[src/rtl/instr_fetch.sv]
// Instruction fetch front end: drives imem every cycle, tracks the 1-cycle read latency, queues {pc,instr} in 2 entries.
// Optional FETCH_MISALIGN_CHECK_EN: misaligned redirects raise misalign and stall issue instead of aligning down.
module instr_fetch #(
  parameter int ADDRESS_WIDTH = 32,
  parameter int DATA_WIDTH = 32,
  parameter logic [ADDRESS_WIDTH-1:0] RESET_PC = '0
) (
  input  logic                     clk,
  input  logic                     rst,
  output logic [ADDRESS_WIDTH-1:0] imem_addr,
  input  logic [DATA_WIDTH-1:0]    imem_instr,
  input  logic                     redirect_valid,
  input  logic [ADDRESS_WIDTH-1:0] redirect_pc,
  output logic                     out_valid,
  input  logic                     out_ready,
  output logic [DATA_WIDTH-1:0]    out_instr,
  output logic [ADDRESS_WIDTH-1:0] out_pc
`ifdef FETCH_MISALIGN_CHECK_EN
  ,
  output logic                     misalign
`endif
);

  localparam logic [ADDRESS_WIDTH-1:0] STEP = ADDRESS_WIDTH'(4);
  localparam logic [ADDRESS_WIDTH-1:0] ALIGN_MASK = ~ADDRESS_WIDTH'(3);

  logic [ADDRESS_WIDTH-1:0] pc_q;
  logic [ADDRESS_WIDTH-1:0] inflight_pc_q;
  logic                     inflight_q;
  logic [ADDRESS_WIDTH-1:0] target;
  logic                     target_ok;
  logic                     blocked;
  logic                     pop;
  logic                     push;
  logic                     issue;
  logic [1:0]               count_q;
  logic [1:0]               wr_idx;
  logic [2:0]               occupancy;
  logic [ADDRESS_WIDTH-1:0] pc0_q;
  logic [ADDRESS_WIDTH-1:0] pc1_q;
  logic [DATA_WIDTH-1:0]    instr0_q;
  logic [DATA_WIDTH-1:0]    instr1_q;

`ifdef FETCH_MISALIGN_CHECK_EN
  logic misalign_q;

  assign target    = redirect_pc;
  assign target_ok = (redirect_pc[1:0] == 2'b00);
  assign blocked   = misalign_q;
  assign misalign  = misalign_q;

  // Sticky until the next redirect decides alignment again.
  always_ff @(posedge clk or posedge rst) begin
    if (rst) begin
      misalign_q <= 1'b0;
    end else if (redirect_valid) begin
      misalign_q <= ~target_ok;
    end
  end
`else
  assign target    = redirect_pc & ALIGN_MASK;
  assign target_ok = 1'b1;
  assign blocked   = 1'b0;
`endif

  assign out_valid = (count_q != 2'd0);
  assign pop       = out_valid & out_ready;
  assign push      = inflight_q & ~redirect_valid;
  assign occupancy = {1'b0, count_q} + {2'b00, inflight_q} - {2'b00, pop};
  assign issue     = (occupancy < 3'd2) & ~blocked;
  assign wr_idx    = count_q - {1'b0, pop};
  assign out_pc    = pc0_q;
  assign out_instr = instr0_q;

  // Redirect target goes to memory in the same cycle to keep the penalty at 2.
  assign imem_addr = rst ? RESET_PC : (redirect_valid ? target : pc_q);

  always_ff @(posedge clk or posedge rst) begin
    if (rst) begin
      pc_q          <= RESET_PC;
      inflight_q    <= 1'b0;
      inflight_pc_q <= '0;
    end else if (redirect_valid) begin
      inflight_q    <= target_ok;
      inflight_pc_q <= target;
      pc_q          <= target + STEP;
    end else if (issue) begin
      inflight_q    <= 1'b1;
      inflight_pc_q <= pc_q;
      pc_q          <= pc_q + STEP;
    end else begin
      inflight_q    <= 1'b0;
    end
  end

  // Entry 0 is always the head; a pop shifts entry 1 down before the push lands.
  always_ff @(posedge clk or posedge rst) begin
    if (rst) begin
      count_q  <= 2'd0;
      pc0_q    <= '0;
      pc1_q    <= '0;
      instr0_q <= '0;
      instr1_q <= '0;
    end else if (redirect_valid) begin
      count_q <= 2'd0;
    end else begin
      count_q <= count_q + {1'b0, push} - {1'b0, pop};
      if (pop) begin
        pc0_q    <= pc1_q;
        instr0_q <= instr1_q;
      end
      if (push && wr_idx == 2'd0) begin
        pc0_q    <= inflight_pc_q;
        instr0_q <= imem_instr;
      end
      if (push && wr_idx == 2'd1) begin
        pc1_q    <= inflight_pc_q;
        instr1_q <= imem_instr;
      end
    end
  end

endmodule

[config.mk]
export PLATFORM = sky130hd
export DESIGN_NAME = instr_fetch
export DESIGN_NICKNAME = d
export VERILOG_FILES = /design/src/rtl/instr_fetch.sv
export SDC_FILE = /design/constraint.sdc
export NUM_CORES = 1
export LEC_CHECK = 0
export CAP_MARGIN = 30
export CORE_ASPECT_RATIO = 1.2
export CORE_UTILIZATION = 50
export DETAILED_ROUTE_END_ITERATION = 16
export HOLD_SLACK_MARGIN = 0.1
export PLACE_DENSITY_LB_ADDON = 0.08
export SLEW_MARGIN = 10
export SYNTH_ARGS = -nofsm -noshare
export SYNTH_HDL_FRONTEND = slang
export SYNTH_SLANG_ARGS = --single-unit
[constraint.sdc]
create_clock -name clk -period 16.5 [get_ports clk]
set_input_delay 3.3 -clock clk [delete_from_list [all_inputs] [get_ports clk]]
set_output_delay 3.3 -clock clk [all_outputs]
set_load 0.02 [all_outputs]
==> key figures, run 1 <==
Outcome
  – Outcome: complete, no violations

STA
  – Slew headroom: 38.3%
  – Fin Clk Skew: 0.0100 ns
  – Final hold vios: 0
  – RSZ-0062 raised after global routing: no
  – Slew Viols, Final: 0
  – Maximum clock rate: 106 MHz
  – Period minus WS final: 9.46 ns
  – Slew @ Worst Pin: 0.922 ns
  – Setup_tns: 0 ns
  – Period utilization: 57.3%
  – Final setup fails: 0

Finish
  – ANT cells: 0
  – Util after Layout: 64.3%
  – Commonest non-fill, non-tap cell in the layout: dfrtp_1
  – Layout area overhead: 25.8%
  – Nets: 1109
  – Most frequent cells in the layout: dfrtp_1, clkdlybuf4s50_1, mux2i_1
  – Fraction of layout cells with a size suffix above 1: 11.0%
  – Non-Filler Instances: 1273
  – # fillers: 1527

Floorplanning
  – Initial core utilization: 51.1%
  – Die width: 127 um
  – Die Area: 0.0192 mm^2
  – Core ar.: 0.0182 mm^2
  – Die Ht: 152 um
  – Io pins: 165
  – Row cnt: 54

CTS
  – Cts bufs inserted: 17
  – CTS tree: yes
  – Post-CTS sizing: 0
  – Root buffer cell: clkbuf_16
  – Post-CTS setup buffers: 0
  – Clk pin slew, worst setup/hold paths: 0.07 ns
  – Clk sinks: 187
  – Hold_buf cts: 0
  – Clk_lat worst skew: 0.42 ns
  – Clk buf depth: 2
  – H-tree depth: 4

Synth
  – Warnings from Yosys: 0
  – Gate Count Post-Synth: 903
  – Distinct cells, synth: 46
  – Post-synth EDFFs: 0
  – Seq cells post-synth: 187
  – Sequential cell area fraction in the yosys report: 50.2%
  – Asr flop ratio synth: 100%
  – Primary FF master, synth: dfrtp_1
  – Mapped Area: 0.00932 mm^2
  – Syn Area/Cell: 10.3 um^2

Worst setup path
  – Critical path's slowest cell: buf_4
  – Worst R2R Start: count_q[1]
  – CP max stage delay: 0.63 ns
  – Instance count on the critical path: 7
  – Critical Path Start Type: input port
  – Crit path cell chain: clkdlybuf4s50_1 > buf_4 > inv_8 > buf_16 > buf_4 > and2_1 > clkdlybuf4s50_1
  – Crit. Startpoint: rst
  – Worst-path fanout max: 120
  – Crit path required time: 13.20 ns
  – Crit path buf inv count: 6
  – Crit path capture type: primary output
  – Crit path DAT: 6.16 ns
  – R2R cell count: 14
  – Worst setup path category: in2out
  – CP top delay family: buffers and inverters

Routing
  – Vias after detailed routing: 7015
  – Routed Antenna Nets: 0
  – Vias/cell: 5.51
  – DRC Markers: 0
  – Detailed Route WL: 20900 um
  – Initial DRT Pass Iterations: 5
  – Per-cell routed wire length: 16.4 um
  – DR iter-0 viols: 322

Min path
  – WHS Path Cells: 1
  – Hold Startpoint: pc1_q[18]
  – Hold crit path type: reg2reg

GRT
  – Total global-route track usage: 22.5%
  – Vias in the first global route: 6734
  – Initial antenna violation count: 0
  – Overflow after GRT: 0
  – First-pass GRT wire length: 34100 um
  – Largest net degree at the start of global routing: 142

Pwr
  – Leakage: 4.79 nW
  – Seq pwr share: 35.8%
  – Switch Pwr: 0.826 mW
  – Clock Power Share: 19.6%
  – Combinational cell fraction of total power: 44.6%
  – Internal power: 1.39 mW
  – Final Total Pwr: 2.22 mW
  – Net Sw Frac: 37.2%
  – Maximum vdd drop: 151 uV
  – Power density cells: 189 mW/mm^2

Placement
  – I/O Buffers: 158
  – GP Congestion: 0.874
  – Dpl hpwl: 13900 um
  – Number of instances in the placed design: 1239

Job
  – Max cap viols: 0
## layout make-up
cell class	instances	area, um^2	share of cell area, %
multi-input combinational	650	4390	37.4
timing repair buffer	169	1710	14.6
clock inverter	12	188	1.60
clock buffer	20	437	3.72
sequential	187	4680	39.9
inverter	11	48.8	0.416
tap	224	280	2.39
## power by group through the flow
stage	Clock [mW]	Sequential [mW]	Combinational, mW
2_1_floorplan	0	0.869	0.579
3_3_place_gp	0	0.796	0.971
3_5_place_dp	0	0.805	0.993
4_1_cts	0.444	0.796	0.996
5_1_grt	0.461	0.823	1.09
6_report	0.434	0.795	0.991
## logic make-up after synthesis
kind of cell               after synthesis  synth area share (%)
other                                    1                0.0402
adders and majority gates                5                 0.752
DFF                                    187                  50.2
and+or+nand+nor                        265                  13.1
buffers and inverters                   69                  3.10
xor gates and xnor gates                49                  4.60
AOI/OAI and AO/OA                      158                  9.23
muxes                                  169                  19.0
## path summary, 6_finish.rpt
kind | endpoint | slack, ns
setup / recovery | imem_addr[2] | 7.04
hold / removal | pc1_q[18] | 0.51
setup reg to reg | pc_q[21] | 12.97
hold reg to reg | pc1_q[18] | 0.51
max in group asynchronous | out_pc[7] | 11.66
min in group asynchronous | inflight_pc_q[18] | 3.39
## cell usage after synthesis (2+ instances only)
cell | number | share of area (%)
nand2_1 | 82 | 3.3
nor3b_1 | 2 | 0.16
dfrtp_1 | 187 | 50
nor4_1 | 3 | 0.20
mux2i_1 | 105 | 11
buf_2 | 3 | 0.16
nand2b_1 | 2 | 0.13
nand3b_1 | 10 | 0.81
buf_4 | 7 | 0.56
a22oi_1 | 6 | 0.48
nor2_1 | 100 | 4.0
nand4b_1 | 6 | 0.56
a211o_1 | 2 | 0.19
a21oi_1 | 99 | 5.3
inv_1 | 11 | 0.44
o22ai_1 | 2 | 0.13
ha_1 | 4 | 0.54
a21boi_0 | 3 | 0.24
xnor2_1 | 37 | 3.5
nor3_1 | 15 | 0.81
buf_1 | 9 | 0.36
o21ai_0 | 36 | 1.9
nand3_1 | 18 | 0.97
o21a_1 | 2 | 0.16
nand4_2 | 2 | 0.27
and2_1 | 8 | 0.54
nand4_1 | 9 | 0.60
mux2_2 | 64 | 7.7
xor2_1 | 12 | 1.1
clkbuf_1 | 39 | 1.6
and4_1 | 2 | 0.19
a21o_1 | 2 | 0.16
## per-layer routing
| metal | track usage (%) | share of wire, % | vias up |
|---|---|---|---|
| met5 | 0 | 0 | - |
| met4 | 7.20 | 1.3 | 0 |
| met3 | 3.02 | 2.9 | 22 |
| met2 | 36.6 | 47 | 151 |
| met1 | 31.5 | 48 | 3422 |
| li1 | - | - | 3420 |
## state kept, by name, indices dropped and copies added, names as in the netlist
signal and flops:
out_pc 30, count_q 2, out_instr 32, pc1_q 30, inflight_q 1, pc_q 30, instr1_q 32, inflight_pc_q 30
## through the flow
step | hold WS (ns) | cell area, um^2 | setup WS, ns
after floorplan | 0.460 | 9340 | 5.25
after global placement | 0.487 | 11000 | 6.86
after detailed placement | 0.494 | 11100 | 6.85
after CTS | 0.509 | 11700 | 6.85
after global routing | 0.512 | 11700 | 6.72
final | 0.506 | 11700 | 7.04
(Power assumes the default switching activity.)
==> run 2, diff against run 1 <==
==> constraint.sdc (replaced) <==
create_clock -name clk -period 9.3 [get_ports clk]
set_input_delay 1.86 -clock clk [delete_from_list [all_inputs] [get_ports clk]]
set_output_delay 1.86 -clock clk [all_outputs]
set_load 0.02 [all_outputs]
==> key figures, run 2 (synthesis gave the netlist of run 1 again) <==
Outcome
  – Outcome: complete, no violations (unchanged)

GRT
  – Largest net degree at the start of global routing: 124 (was 142)
  – First-pass GRT wire length: 33400 um (was 34100 um)
  – Initial antenna violation count: 0 (unchanged)
  – Vias in the first global route: 6532 (was 6734)
  – Total global-route track usage: 22.2% (was 22.5%)
  – Overflow after GRT: 0 (unchanged)

Finish
  – Layout area overhead: 25.1% (was 25.8%)
  – ANT cells: 0 (unchanged)
  – Commonest non-fill, non-tap cell in the layout: dfrtp_1 (unchanged)
  – Fraction of layout cells with a size suffix above 1: 11.2% (was 11.0%)
  – Nets: 1109 (unchanged)
  – Most frequent cells in the layout: dfrtp_1, clkdlybuf4s50_1, mux2i_1 (unchanged)

Routing
  – Routed Antenna Nets: 0 (unchanged)
  – DR iter-0 viols: 316 (was 322)
  – Vias after detailed routing: 6969 (was 7015)
  – Initial DRT Pass Iterations: 7 (was 5)
  – DRC Markers: 0 (unchanged)
  – Per-cell routed wire length: 16.3 um (was 16.4 um)
  – Detailed Route WL: 20800 um (was 20900 um)
  – Vias/cell: 5.47 (was 5.51)

STA
  – Slew headroom: 36.2% (was 38.3%)
  – Final setup fails: 0 (unchanged)
  – Fin Clk Skew: 0.00717 ns (was 0.0100 ns)
  – Period minus WS final: 6.03 ns
  – Slew Viols, Final: 0 (unchanged)
  – RSZ-0062 raised after global routing: no (unchanged)
  – Setup_tns: 0 ns (unchanged)
  – Worst setup margin: 3.27 ns (was 7.04 ns)
  – Period utilization: 64.8%
  – Final hold vios: 0 (unchanged)
  – Maximum clock rate: 166 MHz
  – Slew @ Worst Pin: 0.958 ns (was 0.922 ns)

Floorplanning
  – Io pins: 165 (unchanged)
  – Die Ht: 152 um (unchanged)
  – Die Area: 0.0192 mm^2 (unchanged)
  – Die width: 127 um (unchanged)
  – Initial core utilization: 51.1% (unchanged)
  – Core ar.: 0.0182 mm^2 (unchanged)
  – Row cnt: 54 (unchanged)

Placement
  – I/O Buffers: 158 (unchanged)
  – Dpl hpwl: 13600 um (was 13900 um)
  – GP Congestion: 0.878 (was 0.874)
  – Place WS: 3.32 ns (was 6.85 ns)

CTS
  – Clk pin slew, worst setup/hold paths: 0.07 ns (about the same)
  – Post-CTS sizing: 0 (unchanged)
  – Cts bufs inserted: 17 (unchanged)
  – Clk buf depth: 2 (unchanged)
  – Clk_lat worst skew: 0.43 ns (was 0.42 ns)
  – Root buffer cell: clkbuf_16 (unchanged)
  – H-tree depth: 4 (unchanged)
  – Clk sinks: 187 (unchanged)
  – Post-CTS setup buffers: 0 (unchanged)
  – Hold_buf cts: 0 (unchanged)
  – CTS tree: yes (unchanged)

Worst setup path
  – CP max stage delay: 0.70 ns (was 0.63 ns)
  – Crit path buf inv count: 3 (was 6)
  – Crit path capture type: primary output (unchanged)
  – Critical Path Start Type: input port (unchanged)
  – Crit path cell chain: buf_4 > buf_4 > nand2_1 > a21boi_0 > nor2_1 > clkdlybuf4s50_1 (was clkdlybuf4s50_1 > buf_4 > inv_8 > buf_16 > buf_4 > and2_1 > clkdlybuf4s50_1)
  – CP top delay family: buffers and inverters (unchanged)
  – Crit path DAT: 4.17 ns (was 6.16 ns)
  – Instance count on the critical path: 6 (was 7)
  – Critical path's slowest cell: buf_4 (unchanged)
  – Critical Path Most Common Cell: buf_4
  – Worst-path fanout max: 100 (was 120)
  – Worst setup path category: in2out (unchanged)
  – R2R cell count: 14 (unchanged)
  – Crit path required time: 7.44 ns (was 13.20 ns)

Pwr
  – Maximum vdd drop: 205 uV (was 151 uV)
  – Power density cells: 332 mW/mm^2 (was 189 mW/mm^2)
  – Leakage: 4.77 nW (was 4.79 nW)

Min path
  – WHS Path Cells: 1 (unchanged)
  – Hold crit path type: reg2reg (unchanged)

Job
  – Max cap viols: 0 (unchanged)
-- run 2: per-layer routing --
| layer | global-route usage (%) | vias up | part of all wire [%] |
|---|---|---|---|
| met5 | 0 | - | 0 |
| met4 | 7.44 | 0 | 1.6 |
| met3 | 3.09 | 22 | 4.1 |
| met2 | 35.1 | 178 | 46 |
| met1 | 31.7 | 3349 | 48 |
| li1 | - | 3420 | - |
-- run 2: cell type report --
class	instances	area, um^2
Multi-Input combinational cell	650	4390
Tap cell	224	280
Fill cell	1576	6580
Timing Repair Buffer	169	1700
Inverter	11	48.8
Sequential cell	187	4680
Clock inverter	14	130
Clock buffer	18	439
-- run 2: worst reg2reg max path: cells and delay by family, from the launching register on --
family | cells | cell delay, ns
flops | 1 | 0.42
buf+inv | 4 | 1.07
xor+xnor | 1 | 0.17
compound gates | 2 | 0.32
fa+ha+maj | 2 | 0.68
simple gates | 5 | 0.69
-- run 2: through the flow --
stage | hold WS (ns) | cell area (um^2) | instances | power, mW | util, %
2_1_floorplan | 0.460 | 9340 | 906 | 2.57 | -
3_3_place_gp | 0.488 | 11000 | 1238 | 3.14 | 60.5
3_5_place_dp | 0.494 | 11000 | 1238 | 3.18 | 60.5
4_1_cts | 0.510 | 11600 | 1270 | 3.89 | 63.6
5_1_grt | 0.519 | 11700 | 1273 | 4.13 | 63.9
6_report | 0.506 | 11700 | 1273 | 3.87 | 63.9
-- run 2: path summary, 6_finish.rpt --
path	from	to	slack, ns
setup / recovery	redirect_valid	imem_addr[30]	3.27
hold / removal	pc1_q[18]	pc1_q[18]	0.51
setup reg to reg	count_q[1]	pc_q[21]	5.87
hold reg to reg	pc1_q[18]	pc1_q[18]	0.51
max in group asynchronous	rst	out_instr[15]	5.74
min in group asynchronous	rst	inflight_pc_q[18]	2.21
-- run 2: report_power, final --
part           total [mW]  leakage [nW]  switching (mW)  internal (mW)
Clock               0.700         0.279           0.338          0.362
Combinational        1.76          2.31           0.924          0.835
Sequential           1.41          2.18           0.223           1.19
